`config.mk`:
```
export PLATFORM = sky130hd
export DESIGN_NAME = bht_predictor_flat
export DESIGN_NICKNAME = d
export VERILOG_FILES = /design/src/rtl/predictor_pkg.sv /design/src/rtl/bht_predictor_if.sv /design/src/rtl/pred_fifo.sv /design/src/rtl/bht_predictor.sv /design/src/flat_wrapper.sv
export SDC_FILE = /design/constraint.sdc
export NUM_CORES = 1
export LEC_CHECK = 0
export BUFFER_PORTS_ARGS = -buffer_cell sky130_fd_sc_hd__buf_2
export CORE_MARGIN = 10
export CORE_UTILIZATION = 54
export CTS_CLUSTER_DIAMETER = 80
export DETAILED_ROUTE_END_ITERATION = 10
export PLACE_DENSITY_LB_ADDON = 0.12
export SYNTH_ARGS = -nofsm -noshare
export SYNTH_HDL_FRONTEND = slang
export SYNTH_SLANG_ARGS = --single-unit
```
`constraint.sdc`:
```
create_clock -name clk -period 4.99 [get_ports clk]
set_clock_uncertainty 0.2 [all_clocks]
set_input_delay 0.2495 -clock clk [delete_from_list [all_inputs] [get_ports clk]]
set_output_delay 0.2495 -clock clk [all_outputs]
set_load 0.01 [all_outputs]
```
`src/rtl/predictor_pkg.sv`:
```
// ---------------------------------------------------------------------------
// predictor_pkg
// Shared constants for the branch history table predictor:
//   - 2-bit saturating counter encodings (SNT/WNT/WT/ST)
//   - widths of the fields packed into an in-flight queue entry
//   - sat_update(): one saturating step of a counter toward taken/not-taken
// ---------------------------------------------------------------------------
package predictor_pkg;

    // 2-bit counter states; bit [1] is the taken/not-taken prediction
    localparam logic [1:0] SNT = 2'd0;
    localparam logic [1:0] WNT = 2'd1;
    localparam logic [1:0] WT  = 2'd2;
    localparam logic [1:0] ST  = 2'd3;

    // Queue-entry field widths (the index field width is a module parameter)
    localparam int CNT_W  = 2;
    localparam int PRED_W = 1;
    localparam int ADDR_W = 32;

    // One saturating step: +1 when taken, -1 when not taken, clamped to [SNT, ST]
    function automatic logic [CNT_W-1:0] sat_update(input logic [CNT_W-1:0] cnt,
                                                    input logic             taken);
        logic [CNT_W-1:0] res;
        res = cnt;
        if (taken) begin
            if (cnt != ST) begin
                res = cnt + 2'd1;
            end
        end else begin
            if (cnt != SNT) begin
                res = cnt - 2'd1;
            end
        end
        return res;
    endfunction

endpackage

```
`src/rtl/bht_predictor_if.sv`:
```
// ---------------------------------------------------------------------------
// bht_predictor_if
// Bundles every non-clock/reset signal of the predictor.
//   master : the pipeline side (IF requests, commit-stage resolution, rdy)
//   slave  : the predictor itself
// Request side : rdy, ask_predictor, pc_from_if, jump_addr_from_if,
//                next_addr_from_if, now_ins_jalr
// Response side: jump, predictor_sgn_rdy, predictor_occupied, if_flush,
//                addr_to_if
// Commit side  : branch_commit, branch_jump, jalr_commit, jalr_addr
// ---------------------------------------------------------------------------
interface bht_predictor_if;
    logic        rdy;
    logic        ask_predictor;
    logic [31:0] pc_from_if;
    logic [31:0] jump_addr_from_if;
    logic [31:0] next_addr_from_if;
    logic        now_ins_jalr;

    logic        jump;
    logic        predictor_sgn_rdy;
    logic        predictor_occupied;
    logic        if_flush;
    logic [31:0] addr_to_if;

    logic        branch_commit;
    logic        branch_jump;
    logic        jalr_commit;
    logic [31:0] jalr_addr;

    modport master (
        output rdy, ask_predictor, pc_from_if, jump_addr_from_if,
               next_addr_from_if, now_ins_jalr,
               branch_commit, branch_jump, jalr_commit, jalr_addr,
        input  jump, predictor_sgn_rdy, predictor_occupied, if_flush, addr_to_if
    );

    modport slave (
        input  rdy, ask_predictor, pc_from_if, jump_addr_from_if,
               next_addr_from_if, now_ins_jalr,
               branch_commit, branch_jump, jalr_commit, jalr_addr,
        output jump, predictor_sgn_rdy, predictor_occupied, if_flush, addr_to_if
    );
endinterface

```
`src/rtl/pred_fifo.sv`:
```
// ---------------------------------------------------------------------------
// pred_fifo
// Small first-word-fall-through FIFO holding in-flight branch entries.
// Ports:
//   clk, rst        clock, asynchronous active-high reset
//   push, din       write an entry (ignored when full unless popping, or clear)
//   pop, dout       dout always shows the oldest entry; pop retires it
//   clear           empty the FIFO at the next edge (wins over push/pop)
//   full            registered, high when DEPTH entries are held
//   empty           high when no entries are held
// DEPTH must be a power of two so the pointers wrap naturally.
// ---------------------------------------------------------------------------
module pred_fifo #(
    parameter int WIDTH = 8,
    parameter int DEPTH = 4
) (
    input  logic             clk,
    input  logic             rst,
    input  logic             push,
    input  logic             pop,
    input  logic             clear,
    input  logic [WIDTH-1:0] din,
    output logic [WIDTH-1:0] dout,
    output logic             full,
    output logic             empty
);
    localparam int PTR_W = $clog2(DEPTH);
    localparam int CNT_W = PTR_W + 1;

    logic [WIDTH-1:0] mem_q [DEPTH];
    logic [PTR_W-1:0] wr_ptr_q, wr_ptr_d;
    logic [PTR_W-1:0] rd_ptr_q, rd_ptr_d;
    logic [CNT_W-1:0] count_q, count_d;
    logic             full_q, full_d;
    logic             do_push, do_pop;

    assign empty = (count_q == '0);
    assign full  = full_q;
    assign dout  = mem_q[rd_ptr_q];

    // A push into a full FIFO is legal when the head leaves in the same cycle.
    assign do_push = push & ~clear & (~full_q | pop);
    assign do_pop  = pop  & ~clear & ~empty;

    always_comb begin
        wr_ptr_d = wr_ptr_q;
        rd_ptr_d = rd_ptr_q;
        count_d  = count_q;
        if (clear) begin
            wr_ptr_d = '0;
            rd_ptr_d = '0;
            count_d  = '0;
        end else begin
            if (do_push) begin
                wr_ptr_d = wr_ptr_q + PTR_W'(1);
            end
            if (do_pop) begin
                rd_ptr_d = rd_ptr_q + PTR_W'(1);
            end
            if (do_push && !do_pop) begin
                count_d = count_q + CNT_W'(1);
            end else if (!do_push && do_pop) begin
                count_d = count_q - CNT_W'(1);
            end
        end
        full_d = (count_d == CNT_W'(DEPTH));
    end

    always_ff @(posedge clk or posedge rst) begin
        if (rst) begin
            wr_ptr_q <= '0;
            rd_ptr_q <= '0;
            count_q  <= '0;
            full_q   <= 1'b0;
        end else begin
            wr_ptr_q <= wr_ptr_d;
            rd_ptr_q <= rd_ptr_d;
            count_q  <= count_d;
            full_q   <= full_d;
        end
    end

    // Entry storage needs no reset: validity is tracked by the pointers.
    always_ff @(posedge clk) begin
        if (do_push) begin
            mem_q[wr_ptr_q] <= din;
        end
    end

endmodule

```
`src/rtl/bht_predictor.sv`:
```
// ---------------------------------------------------------------------------
// bht_predictor
// Branch history table of 2^IDX_W two-bit saturating counters indexed by
// pc[IDX_W+1:2], plus a queue of in-flight predicted branches that is
// retired in program order by the commit stage.
// Ports:
//   clk  clock
//   rst  asynchronous active-high reset
//   bus  bht_predictor_if.slave: IF request/response, commit resolution,
//        global enable rdy
// Behaviour summary:
//   - prediction is combinational in the request cycle (JALR -> not taken)
//   - accepted non-JALR requests are queued; branch_commit retires the head
//     and trains its counter
//   - a mispredicted branch or a resolved JALR produces a one-cycle
//     if_flush with the redirect address and empties the queue
// ---------------------------------------------------------------------------
module bht_predictor
    import predictor_pkg::*;
#(
    parameter int         IDX_W    = 6,
    parameter int         DEPTH    = 4,
    parameter logic [1:0] CNT_INIT = WNT
) (
    input  logic            clk,
    input  logic            rst,
    bht_predictor_if.slave  bus
);
    localparam int N_CNT   = 1 << IDX_W;
    localparam int ENTRY_W = IDX_W + PRED_W + 2 * ADDR_W;

    // ---------------- lookup ----------------
    logic [N_CNT-1:0][CNT_W-1:0] cnt_vec;
    logic [IDX_W-1:0]            req_idx;
    logic [CNT_W-1:0]            lookup_cnt;

    assign req_idx    = bus.pc_from_if[IDX_W+1:2];
    // Counters only change at the clock edge, so a same-cycle update to this
    // index is not yet visible here: the lookup sees the pre-update value.
    assign lookup_cnt = cnt_vec[req_idx];
    assign bus.jump   = ~bus.now_ins_jalr & lookup_cnt[1];

    // ---------------- in-flight queue ----------------
    logic [ENTRY_W-1:0] push_entry, head_entry;
    logic               fifo_full, fifo_empty;
    logic               do_push, do_pop, flush_now;

    logic [IDX_W-1:0]   head_idx;
    logic               head_pred;
    logic [ADDR_W-1:0]  head_jump_addr, head_next_addr;

    assign push_entry = {req_idx, lookup_cnt[1], bus.jump_addr_from_if, bus.next_addr_from_if};

    assign head_idx       = head_entry[ENTRY_W-1 -: IDX_W];
    assign head_pred      = head_entry[2*ADDR_W];
    assign head_jump_addr = head_entry[2*ADDR_W-1 -: ADDR_W];
    assign head_next_addr = head_entry[ADDR_W-1:0];

    pred_fifo #(
        .WIDTH (ENTRY_W),
        .DEPTH (DEPTH)
    ) u_fifo (
        .clk   (clk),
        .rst   (rst),
        .push  (do_push),
        .pop   (do_pop),
        .clear (flush_now),
        .din   (push_entry),
        .dout  (head_entry),
        .full  (fifo_full),
        .empty (fifo_empty)
    );

    // ---------------- control ----------------
    logic              mispredict, jalr_redirect, sgn_rdy;
    logic              if_flush_q, if_flush_d;
    logic [ADDR_W-1:0] addr_q, addr_d;

    always_comb begin
        // rdy gates every state-changing action; a commit on an empty queue
        // has nothing to retire and is dropped.
        do_pop        = bus.rdy & bus.branch_commit & ~fifo_empty;
        mispredict    = do_pop & (bus.branch_jump != head_pred);
        jalr_redirect = bus.rdy & bus.jalr_commit;
        flush_now     = mispredict | jalr_redirect;

        // A retiring head frees a slot this cycle, so a full queue still accepts.
        sgn_rdy = bus.ask_predictor & bus.rdy &
                  (bus.now_ins_jalr | ~fifo_full | do_pop);
        // A request younger than a redirecting commit is on the wrong path.
        do_push = sgn_rdy & ~bus.now_ins_jalr & ~flush_now;

        if_flush_d = flush_now;
        addr_d     = addr_q;
        // The branch is older than the JALR, so its redirect takes precedence.
        if (mispredict) begin
            addr_d = bus.branch_jump ? head_jump_addr : head_next_addr;
        end else if (jalr_redirect) begin
            addr_d = bus.jalr_addr;
        end
    end

    always_ff @(posedge clk or posedge rst) begin
        if (rst) begin
            if_flush_q <= 1'b0;
            addr_q     <= '0;
        end else begin
            if_flush_q <= if_flush_d;
            addr_q     <= addr_d;
        end
    end

    assign bus.predictor_sgn_rdy  = sgn_rdy;
    assign bus.predictor_occupied = fifo_full;
    assign bus.if_flush           = if_flush_q;
    assign bus.addr_to_if         = addr_q;

    // ---------------- counter table ----------------
    // Every retired branch trains the counter it was predicted from,
    // including mispredicted ones.
    generate
        for (genvar gi = 0; gi < N_CNT; gi++) begin : g_cnt
            logic             upd;
            logic [CNT_W-1:0] cnt_q, cnt_d;

            assign upd = do_pop & (head_idx == IDX_W'(gi));

            always_comb begin
                cnt_d = cnt_q;
                if (upd) begin
                    cnt_d = sat_update(cnt_q, bus.branch_jump);
                end
            end

            always_ff @(posedge clk or posedge rst) begin
                if (rst) begin
                    cnt_q <= CNT_INIT;
                end else begin
                    cnt_q <= cnt_d;
                end
            end

            assign cnt_vec[gi] = cnt_q;
        end
    endgenerate

    // Address bits outside the index and the counter's low bit are not needed.
    logic unused_bits;
    assign unused_bits = &{1'b0, bus.pc_from_if[31:IDX_W+2], bus.pc_from_if[1:0], lookup_cnt[0]};

endmodule

```
`src/flat_wrapper.sv`:
```
// flat-port wrapper written by rule: the top's interface ports become plain ports
module bht_predictor_flat import predictor_pkg::*;
#(
    parameter int         IDX_W    = 6,
    parameter int         DEPTH    = 4,
    parameter logic [1:0] CNT_INIT = WNT
)
  (clk, rst, bus_rdy, bus_ask_predictor, bus_pc_from_if, bus_jump_addr_from_if, bus_next_addr_from_if, bus_now_ins_jalr, bus_branch_commit, bus_branch_jump, bus_jalr_commit, bus_jalr_addr, bus_jump, bus_predictor_sgn_rdy, bus_predictor_occupied, bus_if_flush, bus_addr_to_if);
  bht_predictor_if bus_i ();
  input  logic clk;
  input  logic rst;
  input wire logic [$bits(bus_i.rdy)-1:0] bus_rdy;
  input wire logic [$bits(bus_i.ask_predictor)-1:0] bus_ask_predictor;
  input wire logic [$bits(bus_i.pc_from_if)-1:0] bus_pc_from_if;
  input wire logic [$bits(bus_i.jump_addr_from_if)-1:0] bus_jump_addr_from_if;
  input wire logic [$bits(bus_i.next_addr_from_if)-1:0] bus_next_addr_from_if;
  input wire logic [$bits(bus_i.now_ins_jalr)-1:0] bus_now_ins_jalr;
  input wire logic [$bits(bus_i.branch_commit)-1:0] bus_branch_commit;
  input wire logic [$bits(bus_i.branch_jump)-1:0] bus_branch_jump;
  input wire logic [$bits(bus_i.jalr_commit)-1:0] bus_jalr_commit;
  input wire logic [$bits(bus_i.jalr_addr)-1:0] bus_jalr_addr;
  output wire logic [$bits(bus_i.jump)-1:0] bus_jump;
  output wire logic [$bits(bus_i.predictor_sgn_rdy)-1:0] bus_predictor_sgn_rdy;
  output wire logic [$bits(bus_i.predictor_occupied)-1:0] bus_predictor_occupied;
  output wire logic [$bits(bus_i.if_flush)-1:0] bus_if_flush;
  output wire logic [$bits(bus_i.addr_to_if)-1:0] bus_addr_to_if;
  assign bus_i.rdy = bus_rdy;
  assign bus_i.ask_predictor = bus_ask_predictor;
  assign bus_i.pc_from_if = bus_pc_from_if;
  assign bus_i.jump_addr_from_if = bus_jump_addr_from_if;
  assign bus_i.next_addr_from_if = bus_next_addr_from_if;
  assign bus_i.now_ins_jalr = bus_now_ins_jalr;
  assign bus_i.branch_commit = bus_branch_commit;
  assign bus_i.branch_jump = bus_branch_jump;
  assign bus_i.jalr_commit = bus_jalr_commit;
  assign bus_i.jalr_addr = bus_jalr_addr;
  assign bus_jump = bus_i.jump;
  assign bus_predictor_sgn_rdy = bus_i.predictor_sgn_rdy;
  assign bus_predictor_occupied = bus_i.predictor_occupied;
  assign bus_if_flush = bus_i.if_flush;
  assign bus_addr_to_if = bus_i.addr_to_if;
  bht_predictor #(.IDX_W(IDX_W), .DEPTH(DEPTH), .CNT_INIT(CNT_INIT)) u_core (.clk(clk), .rst(rst), .bus(bus_i));
endmodule
```
==> metrics, run 1 <==
Setup Buffers After CTS=0; worst slew pin tran=roughly 1100 ps; max capacitance violation total=0; power density over the cells=between 400 and 500 mW/mm^2; share of post-route cells with drive strength above 1=a little under a quarter; Rows=70; total global routing overflow=0; overall power after layout=around 10 mW; number of primary I/O pins=approximately 170; Max Used Layer=met5; count of synthesis-stage warnings from yosys=0; Placement Setup Slack=between 1000 and 1500 ps; complex-gate fraction of the synthesized area=11.9%; number of antenna violations at the first check in global routing=7; Netlist cell types=54; number of DRC markers in iteration 0=about 1,100; Min-Delay Path Class=input port to flip-flop; Post-Route Setup TNS=0 ps; hold_ws=approximately 39 ps; internal power=7.28 mW; area share of fa/ha/maj cells after synthesis=0.436%; result of the run=finished, final reports clean; GPL Wtd Cong=between 0.7 and 0.8; routed length per placed instance=about 21 microns; critical path, cell by cell=mux4_2, xnor2_1, nand2_2, nand2_1, nor2_1, and2_4, buf_4; proportion of power drawn by combinational gates=18.3%; Port Buffers=about 150; Total Nets Final=between 1,500 and 2,000; wire length of the first global-routing pass=about 76 mm; overall global routing resource usage=between 20% and 30%; share of the synthesized netlist area taken by xor and xnor gates=less than 1%; Crit Path Class=flip-flop to flip-flop; clock transition at the registers of the reported paths=approximately 60 ps; Cell Area, Synth=between 0.02 and 0.025 sq mm; switching fraction of total power=27.3%; Mean Syn Cell Area=~13 sq um; HPWL after DPL=about 28 mm; Root Buffer=clkbuf_16; clock buffer count from CTS=47; post-route DRC violation count=0; cells after synthesis=~1,500; Worst Setup Start Kind=flip-flop; Mapped Nets=1,679; Post-Synth Simple-Gate Area=around a tenth; maximum number of pins on one net before global-route repair=between 100 and 150; height of the chip=~210 microns; RSZ-0062 raised after global routing=no; most frequent cells in the layout=edfxtp_1 (284), nor2_1 (173), nand2_1 (152), buf_2 (144), o21ai_0 (135); kind of capture point of the worst setup path=flip-flop; final hold violation count=0; share of the yosys chip area belonging to registers=a little under two thirds; Core Area=around 0.037 sq mm; sequential power share=46.1%; highest clock rate=268 MHz; first-pass detailed-route iteration total=5; CP required=between 5000 and 6000 ps; total routed wirelength=47.7 mm; share of flip-flops with an asynchronous set or reset=37.3%; switching component of the power=2.73 mW; Max VDD drop=around 0.33 mV; Final setup viols=0; number of fill cells in the layout=approximately 2,600; clock sinks=453; met3 routed WL=about 2.6 mm; Die Area=roughly 0.045 sq mm; antenna violation net count after detailed routing=0; peak fanout along the critical path=46; H-tree Lvls=2; Clock Latency Late Sink=580 ps; Clock Path Buffers=3; headroom to the max-slew limit=between 20 and 30%; buffering stage count on the worst path with inverters included=1; floorplan die width=between 200 and 250 microns; P&R area growth vs syn=19.3%; slowest cell delay on critical path=between 700 and 800 ps; number of synthesized register bits=roughly 450; Starting Density=between 50% and 60%; commonest non-fill, non-tap cell in the layout=edfxtp_1; leakage power figure=around 8.4 nW; multiplexer fraction of the synthesized cell area=a little over a tenth; combinational family with the most area after synthesis=compound AO/OA/AOI/OAI gates; Final Slew Violations=0; final critical-path share of the clock period=roughly three quarters; fin crit period=between 3000 and 4000 ps; number of enable flip-flop cells after synthesis=284; leading register cell type out of synthesis=edfxtp_1; delay-heaviest family, CP=simple AND/OR/NAND/NOR gates; via count of the first global-routing pass=between 10,000 and 15,000; number of vias per cell after detailed routing=between 5 and 6; clock tree from TritonCTS=built; total number of vias=approximately 14,000; slowest cell on the critical path=dfrtp_4; M1 WL=approximately 20 mm; met2 routed WL=24.1 mm; arrival time worst endpoint=around 3800 ps; clock group share of total power=a little over a third; final setup slack of the worst path=approximately 1300 ps
cells in the mapped netlist, types with 3 or more instances:
master	number	area [sq um]
a211oi_1	61	458
a21oi_1	110	551
a221o_1	3	30.0
a31oi_1	45	282
and2_1	10	62.6
and4bb_2	3	37.5
buf_1	10	37.5
buf_2	10	50.1
clkbuf_1	66	248
dfrtp_1	105	2630
dfstp_2	64	1680
edfxtp_1	284	8530
ha_1	7	87.6
inv_1	30	113
mux2i_1	15	150
mux4_2	87	1960
nand2_1	153	574
nand3_1	11	55.1
nand3b_1	5	37.5
nand4b_1	5	43.8
nand4bb_1	3	33.8
nor2_1	173	649
nor2_2	3	18.8
nor2b_1	37	231
nor3_1	14	70.1
nor3b_1	6	45.0
nor4_1	3	18.8
nor4b_2	6	90.1
o2111ai_1	6	52.6
o211ai_1	13	97.6
o21a_1	5	37.5
o21ai_0	135	676
o221a_2	9	101
o31ai_1	7	52.6
or4b_1	4	40.0
xnor2_1	3	26.3
cell families after synthesis:
kind of cell    count (synthesis)
compound gates                400
flops                         453
simple gates                  451
fa+ha+maj                       7
xor+xnor                        5
mux                           103
buf+inv                       117
through the flow:
step                utilization, %  cells  instance area (sq um)
global placement              58.1   2083                  21300
detailed placement            58.1   2083                  21300
floorplan                        -   1536                  20100
CTS                           65.4   2279                  23900
finish                        65.4   2282                  23900
global route                  65.4   2282                  23900
registers in the layout, indices dropped and copies added, names as in the netlist:
register                count
u_core.bus.if_flush         1
u_core.u_fifo.mem_q       284
u_core.g_cnt.cnt_q        128
u_core.u_fifo.wr_ptr_q      2
u_core.u_fifo.rd_ptr_q      2
u_core.u_fifo.count_q       3
u_core.bus.addr_to_if      32
u_core.u_fifo.full          1
power by group through the flow:
stage / clock network, mW / registers [mW] / logic (mW)
after floorplan: 0 / 4.63 / 1.23
after global placement: 0 / 4.66 / 1.73
after detailed placement: 0 / 4.67 / 1.77
after CTS: 3.63 / 4.61 / 1.84
after global routing: 3.78 / 4.66 / 2.00
final: 3.56 / 4.61 / 1.83
area by class of cell:
type / count / area, sq um / share of cell area, %
Inverter: 30 / 118 / 0.491
Timing Repair Buffer: 274 / 2000 / 8.34
Sequential cell: 453 / 12800 / 53.7
Multi-Input combinational cell: 966 / 6810 / 28.4
Clock buffer: 69 / 1320 / 5.52
Antenna cell: 3 / 7.51 / 0.0314
Tap cell: 468 / 586 / 2.45
Clock inverter: 19 / 259 / 1.08
final timing paths:
path | from | to | slack, ps | cells after the start
max in group asynchronous | rst | u_core.g_cnt[38].cnt_q[0] | 3170 | 4
min in group asynchronous | rst | u_core.g_cnt[53].cnt_q[1] | 230 | 3
worst min register to register | u_core.g_cnt[26].cnt_q[0] | u_core.g_cnt[26].cnt_q[0] | 280 | 1
worst max-delay path | u_core.u_fifo.rd_ptr_q[0] | u_core.u_fifo.mem_q[0][22] | 1260 | 7
worst min-delay path | bus_pc_from_if[6] | u_core.u_fifo.mem_q[0][69] | 40 | 1
worst max register to register | u_core.u_fifo.rd_ptr_q[0] | u_core.u_fifo.mem_q[0][22] | 1260 | 7
worst reg2reg max path, cell delays in order, from the launching register on:
cell and delay, ps:
dfrtp_4 750, mux4_2 580, xnor2_1 210, nand2_2 110, nand2_1 190, nor2_1 290, and2_4 650, buf_4 420
timing repair:
action / 4_1_cts / 5_1_grt
gates resized for setup: 0 / 0
hold buffers: 108 / 0
hold endpoints to repair: 380 / 0
routing by layer:
metal	vias to the layer above	GRT usage [%]
li1	6300	-
met1	6877	27.0
met2	361	36.5
met3	86	4.09
met4	8	7.16
met5	-	0
No activity file was read; power rests on OpenSTA's default activity.
==> inputs of run 2 (changes only) <==
- ABC_AREA: unset -> 1
- clock period: 4.99 -> 3.26 ns (I/O delays scaled with it)
==> run 2 against run 1 <==
  * Highest routed layer is now met4
  * Area after synthesis rose by 0.29%
  * Non-clock buffer count grew 27
  * Fmax grew 23%
  * Worst hold slack gained 33 ps
==> metrics, run 2 <==
cells after synthesis=approximately 2,000; arrival time worst endpoint=about 3300 ps; clock sinks=453; Netlist cell types=47; headroom to the max-slew limit=between 20% and 30%; routed length per placed instance=roughly 18 microns; CP required=3510 ps; number of enable flip-flop cells after synthesis=~280; Total Nets Final=2,366; highest clock rate=331 MHz; Critical Path End=u_core.bus.addr_to_if[15]; commonest non-fill, non-tap cell in the layout=nand2_1; overall global routing resource usage=between 20% and 30%; RSZ-0062 raised after global routing=no; number of fill cells in the layout=2,773; leading cell type by number of instances after synthesis=nand2_1; peak fanout along the critical path=24; sequential power share=a little over two fifths; max capacitance violation total=0; Placement Setup Slack=282 ps; final setup slack of the worst path=between 200 and 250 ps; total global routing overflow=0; RR Endpoint=u_core.bus.addr_to_if[15]; area share of fa/ha/maj cells after synthesis=less than 1%; critical path startpoint=u_core.u_fifo.count_q[0]; number of primary I/O pins=about 170; clock group share of total power=a little under a third; multi-input gate area in the final layout=0.00644 sq mm; first-pass detailed-route iteration total=5; GPL Wtd Cong=a little under 0.8; switching fraction of total power=about a third; internal power=11.9 mW; maximum number of pins on one net before global-route repair=approximately 170; path depth of the worst reg2reg path=10; clock buffer count from CTS=between 40 and 50; combinational family with the most area after synthesis=simple AND/OR/NAND/NOR gates; clock tree from TritonCTS=built; leading register cell type out of synthesis=edfxtp_1; Clock Latency Late Sink=slightly below 600 ps; register name with the most flops=u_core.u_fifo.mem_q; share of flip-flops with an asynchronous set or reset=a little under two fifths; Area contributors post-synth=edfxtp_1 (42%), dfrtp_1 (13%), dfstp_2 (8.4%); Mean Syn Cell Area=10.2 sq um; Clock Path Buffers=3; share of post-route cells with drive strength above 1=approximately 18%; number of synthesized register bits=around 450; Mapped Nets=approximately 2,100; kind of capture point of the worst setup path=flip-flop; via count of the first global-routing pass=~15,000; post-route DRC violation count=0; power density over the cells=730 mW/mm^2; H-tree Lvls=2; floorplan die width=~210 microns; fin crit period=a little over 3000 ps; Post-Route Setup TNS=0 ps; multiplexer fraction of the synthesized cell area=approximately 1.6%; share of the yosys chip area belonging to registers=a little under two thirds; Cell Area, Synth=~0.020 sq mm; total number of vias=about 15,000; clock transition at the registers of the reported paths=~60 ps; share of the synthesized netlist area taken by xor and xnor gates=less than 1%; max reg flops=between 200 and 300; list of most frequent post-synthesis cells=nand2_1 (362), o21ai_0 (325), edfxtp_1 (284); final hold violation count=0; Final Slew Violations=0; Max VDD drop=approximately 0.56 mV; number of vias per cell after detailed routing=approximately 5.6; Crit Path Class=flip-flop to flip-flop; Final setup viols=0; Root Buffer=clkbuf_16; worst reg2reg setup slack=240 ps; result of the run=finished, final reports clean; count of synthesis-stage warnings from yosys=0; area leader, netlist=edfxtp_1; fraction of synthesized cell area taken by the top area cell type=a little over two fifths; total routed wirelength=around 50 mm; wire length of the first global-routing pass=a little over 80 mm; proportion of power drawn by combinational gates=26.4%; Port Buffers=~150; switching component of the power=between 5 and 6 mW; height of the chip=roughly 210 microns; most frequent cells in the layout=nand2_1 (361), o21ai_0 (325), edfxtp_1 (284), nor2_1 (226), buf_2 (144); antenna violation net count after detailed routing=0; HPWL after DPL=roughly 30 mm; complex-gate fraction of the synthesized area=about 15%; number of DRC markers in iteration 0=around 1,200; Min-Delay Path Class=input port to flip-flop; final critical-path share of the clock period=roughly 93%; number of antenna violations at the first check in global routing=3; leakage power figure=between 9 and 10 nW; Starting Density=a little over half; Storage cell area=0.0128 sq mm; reg-to-reg startpoint=u_core.u_fifo.count_q[0]; Die Area=between 0.04 and 0.05 sq mm; Core Area=~0.037 sq mm; P&R area growth vs syn=20.5%; Post-Synth Simple-Gate Area=between 10 and 15%; worst slew pin tran=between 1000 and 1500 ps; Rows=70; Worst Setup Start Kind=flip-flop
run 2: changes by cell type after synthesis, sizes merged, moves of 11 or more:
cell | before | now
o21ai | 135 | 386
nand2 | 153 | 372
inv | 30 | 123
mux4 | 87 | 0
nor2 | 176 | 261
o22ai | 0 | 75
a211oi | 61 | 2
a21oi | 110 | 58
nand3 | 11 | 56
a31oi | 45 | 2
nor2b | 37 | 0
mux2i | 15 | 32
and2 | 11 | 0
run 2: worst min-delay path by stage:
stage	from	endpoint	slack (ps)	cells after the start
after global routing	bus_rdy	u_core.u_fifo.count_q[1]	110	6
after CTS	bus_rdy	u_core.u_fifo.count_q[1]	30	6
after detailed placement	bus_jump_addr_from_if[9]	u_core.u_fifo.mem_q[0][41]	180	1
after global placement	bus_jump_addr_from_if[9]	u_core.u_fifo.mem_q[2][41]	180	1
final	bus_rdy	u_core.u_fifo.count_q[1]	70	6
after floorplan	bus_next_addr_from_if[0]	u_core.u_fifo.mem_q[0][0]	60	0
run 2: kinds of logic after synthesis:
kind of cell	Yosys count
AOI/OAI and AO/OA	554
xor gates and xnor gates	3
adders and majority gates	8
buffers and inverters	221
DFF	453
muxes	32
and+or+nand+nor	698
run 2: critical path, stage by stage (launching register included):
cell and delay, ps:
dfrtp_1 370, inv_1 90, ha_1 190, nand2_1 110
nand3_4 90, inv_2 80, nand3_1 200, inv_2 510
buf_4 340, o21ai_0 140, dlygate4sd3_1 580
run 2: cell type report:
| class | count | area share, % |
|---|---|---|
| Antenna cell | 3 | 0.0309 |
| Tap cell | 468 | 2.41 |
| Multi-Input combinational cell | 1295 | 26.5 |
| Timing Repair Buffer | 301 | 9.53 |
| Clock buffer | 60 | 5.34 |
| Inverter | 125 | 1.98 |
| Sequential cell | 453 | 52.9 |
| Clock inverter | 27 | 1.23 |
run 2: layer usage:
metal / vias up / GRT usage [%] / wire length, microns
met2: 457 / 36.9 / 24500
li1: 7349 / - / -
met5: - / 0 / 0
met1: 7450 / 29.7 / 21900
met4: 0 / 6.35 / 859
met3: 55 / 3.64 / 3020
run 2: timing repair:
action                                  4_1_cts  5_1_grt
endpoints found under the setup margin        0        2
hold buffers                                122        0
endpoints found under the hold margin       341        0
resized for setup                             0        2
buffers inserted                              0        0
run 2: per-stage QoR:
stage               instance area (sq um)  util (%)  std cells  power [mW]  hold WS (ps)
global route                        24300      66.1       2731        18.7           110
detailed placement                  21400      58.4       2520        12.0           177
finish                              24300      66.1       2732        17.7          72.7
CTS                                 24200      66.1       2729        17.8          25.2
global placement                    21400      58.4       2520        11.8           176
floorplan                           20100         -       1969        10.7          61.9
run 2: power by group through the flow:
stage                     Sequential, mW  Combinational (mW)  Clock [mW]
after floorplan                     7.61                3.07           0
after CTS                           7.51                4.64        5.61
after detailed placement            7.61                4.40           0
after global placement              7.56                4.29           0
after global routing                7.63                5.23        5.84
final                               7.53                4.67        5.51
==> inputs of run 3 (changes only) <==
- CTS_CLUSTER_DIAMETER: 80 -> 100
- RECOVER_POWER: unset -> 50
==> run 3 against run 2 <==
  * The flow now finishes with violations (capacitance limit, slew limit)
  * Die area is the same
  * Cell count did not move
  * First-iteration DRC count decreased by 4.8%
  * Sequential cell count is the same
==> metrics, run 3 (synthesis gave the netlist of run 2 again) <==
result of the run=complete, but fails checks; violations in the final reports=capacitance limit, slew limit; clock tree from TritonCTS=built; HPWL after DPL=about 30 mm; Starting Density=54.8%; clock transition at the registers of the reported paths=~60 ps; worst hold path depth=6; commonest non-fill, non-tap cell in the layout=nand2_1; total global routing overflow=0; Rows=70; most frequent cells in the layout=nand2_1 (361), o21ai_0 (325), edfxtp_1 (284), nor2_1 (226), dlygate4sd3_1 (122); Max VDD drop=about 0.56 mV; share of the core filled with cells in the final layout=between 60 and 70%; RSZ-0062 raised after global routing=no; post-route DRC violation count=0; path depth of the worst reg2reg path=10; Final Slew Violations=41; arrival time worst endpoint=3280 ps; leakage power figure=9.46 nW; total number of vias=about 15,000; final critical-path share of the clock period=between 90% and 100%; height of the chip=213 microns; register name with the most flops=u_core.u_fifo.mem_q; routed length per placed instance=between 15 and 20 microns; P&R area growth vs syn=19.8%; final setup slack of the worst path=around 230 ps; reg-to-reg startpoint=u_core.u_fifo.count_q[0]; wire length of the first global-routing pass=80.4 mm; Root Buffer=clkbuf_16; headroom to the max-slew limit=-36.1%; RR Endpoint=u_core.bus.addr_to_if[15]; maximum number of pins on one net before global-route repair=165; hold_ws=slightly below 60 ps; antenna violation net count after detailed routing=0; overall global routing resource usage=between 20% and 30%; H-tree Lvls=2; Hold EP=u_core.u_fifo.count_q[1]; worst slew pin tran=a little over 2000 ps; Port Buffers=around 150; overall power after layout=roughly 18 mW; clock group share of total power=a little under a third; first-pass detailed-route iteration total=5; Total Nets Final=between 2,000 and 2,500; max capacitance violation total=1; internal power=11.9 mW; number of antenna violations at the first check in global routing=3; number of DRC markers in iteration 0=approximately 1,100; start point of the worst hold path=bus_rdy; GPL Wtd Cong=0.791; worst reg2reg setup slack=between 200 and 250 ps; sequential power share=42.7%; final hold violation count=0; Min-Delay Path Class=input port to flip-flop; switching component of the power=5.77 mW; Clock Path Buffers=3; Final setup viols=0; proportion of power drawn by combinational gates=26.0%; Clock Latency Late Sink=a little under 600 ps; switching fraction of total power=between 30% and 40%; CP required=between 3000 and 4000 ps; clock sinks=around 450; kind of capture point of the worst setup path=flip-flop; number of vias per cell after detailed routing=around 5.6; Setup Buffers After CTS=0; fin crit period=between 3000 and 4000 ps; Die Area=about 0.045 sq mm; Placement Setup Slack=approximately 280 ps; Worst Setup Start Kind=flip-flop; placed insts=2,520; Crit Path Class=flip-flop to flip-flop; power density over the cells=about 730 mW/mm^2; via count of the first global-routing pass=roughly 15,000; peak fanout along the critical path=24; floorplan die width=between 200 and 250 microns; total routed wirelength=about 50 mm; share of post-route cells with drive strength above 1=between 10 and 15%; count of non-filler cells in the finished layout=roughly 2,700; Core Area=~0.037 sq mm; clock buffer count from CTS=47; highest clock rate=~330 MHz; max reg flops=between 200 and 300; number of primary I/O pins=172
-- run 3: cell types whose count changed in the layout (fill, tap and decap cells not counted) --
cell        before  now
clkinvlp_2       0    1
buf_2          144   40
clkinvlp_4       1    0
clkbuf_2         0    1
clkbuf_1         7  114
buf_4           25   22
buf_12           8    7
-- run 3: how the worst max path moves through the flow --
| stage | from | slack, ps | end | depth (start not counted) |
|---|---|---|---|---|
| 4_1_cts | u_core.u_fifo.rd_ptr_q[0] | 40 | u_core.bus.addr_to_if[15] | 9 |
| 2_1_floorplan | u_core.u_fifo.count_q[0] | -660 | u_core.u_fifo.mem_q[0][0] | 10 |
| 6_report | u_core.u_fifo.count_q[0] | 230 | u_core.bus.addr_to_if[15] | 10 |
| 3_3_place_gp | u_core.u_fifo.rd_ptr_q[0] | 360 | u_core.u_fifo.mem_q[0][35] | 10 |
| 3_5_place_dp | u_core.u_fifo.rd_ptr_q[0] | 280 | u_core.u_fifo.mem_q[0][35] | 10 |
| 5_1_grt | u_core.u_fifo.rd_ptr_q[0] | 40 | u_core.u_fifo.mem_q[0][69] | 10 |
-- run 3: critical path, stage by stage (launching register included) --
cell and delay [ps]:
dfrtp_1 370, inv_1 90, ha_1 190, nand2_1 110, nand3_4 90, inv_2 80, nand3_1 200, inv_2 510
buf_4 340, o21ai_0 140, dlygate4sd3_1 580
-- run 3: final cells by class --
type,count,area (sq um)
antenna,3,7.51
clock inverter,27,299
timing repair buffer,301,2160
inverter,125,478
clock buffer,60,1300
sequential,453,12800
multi-input combinational,1295,6440
tap,468,586
fill,2840,12600
-- run 3: repair_timing --
item	4_1_cts	5_1_grt
hold buffers	122	0
gates resized for setup	0	2
endpoints found under the hold margin	341	0
endpoints found under the setup margin	0	2
-- run 3: routing by layer --
layer / vias up / GRT usage (%) / wire length [microns]
met5: - / 0 / 0
met4: 0 / 6.35 / 855
met3: 53 / 3.64 / 3120
met2: 476 / 36.9 / 24600
met1: 7507 / 29.7 / 21700
li1: 7350 / - / -
-- run 3: through the flow --
stage          instance area, sq um  TNS (ps)
2_1_floorplan                 20100   -186830
3_3_place_gp                  21400         0
3_5_place_dp                  21400         0
4_1_cts                       24200         0
5_1_grt                       24100         0
6_report                      24100         0
-- run 3: power by group through the flow --
stage	Clock [mW]	Combinational, mW	Sequential (mW)
floorplan	0	3.07	7.61
global placement	0	4.29	7.56
detailed placement	0	4.40	7.61
CTS	5.61	4.64	7.51
global route	5.84	5.16	7.64
finish	5.50	4.59	7.54
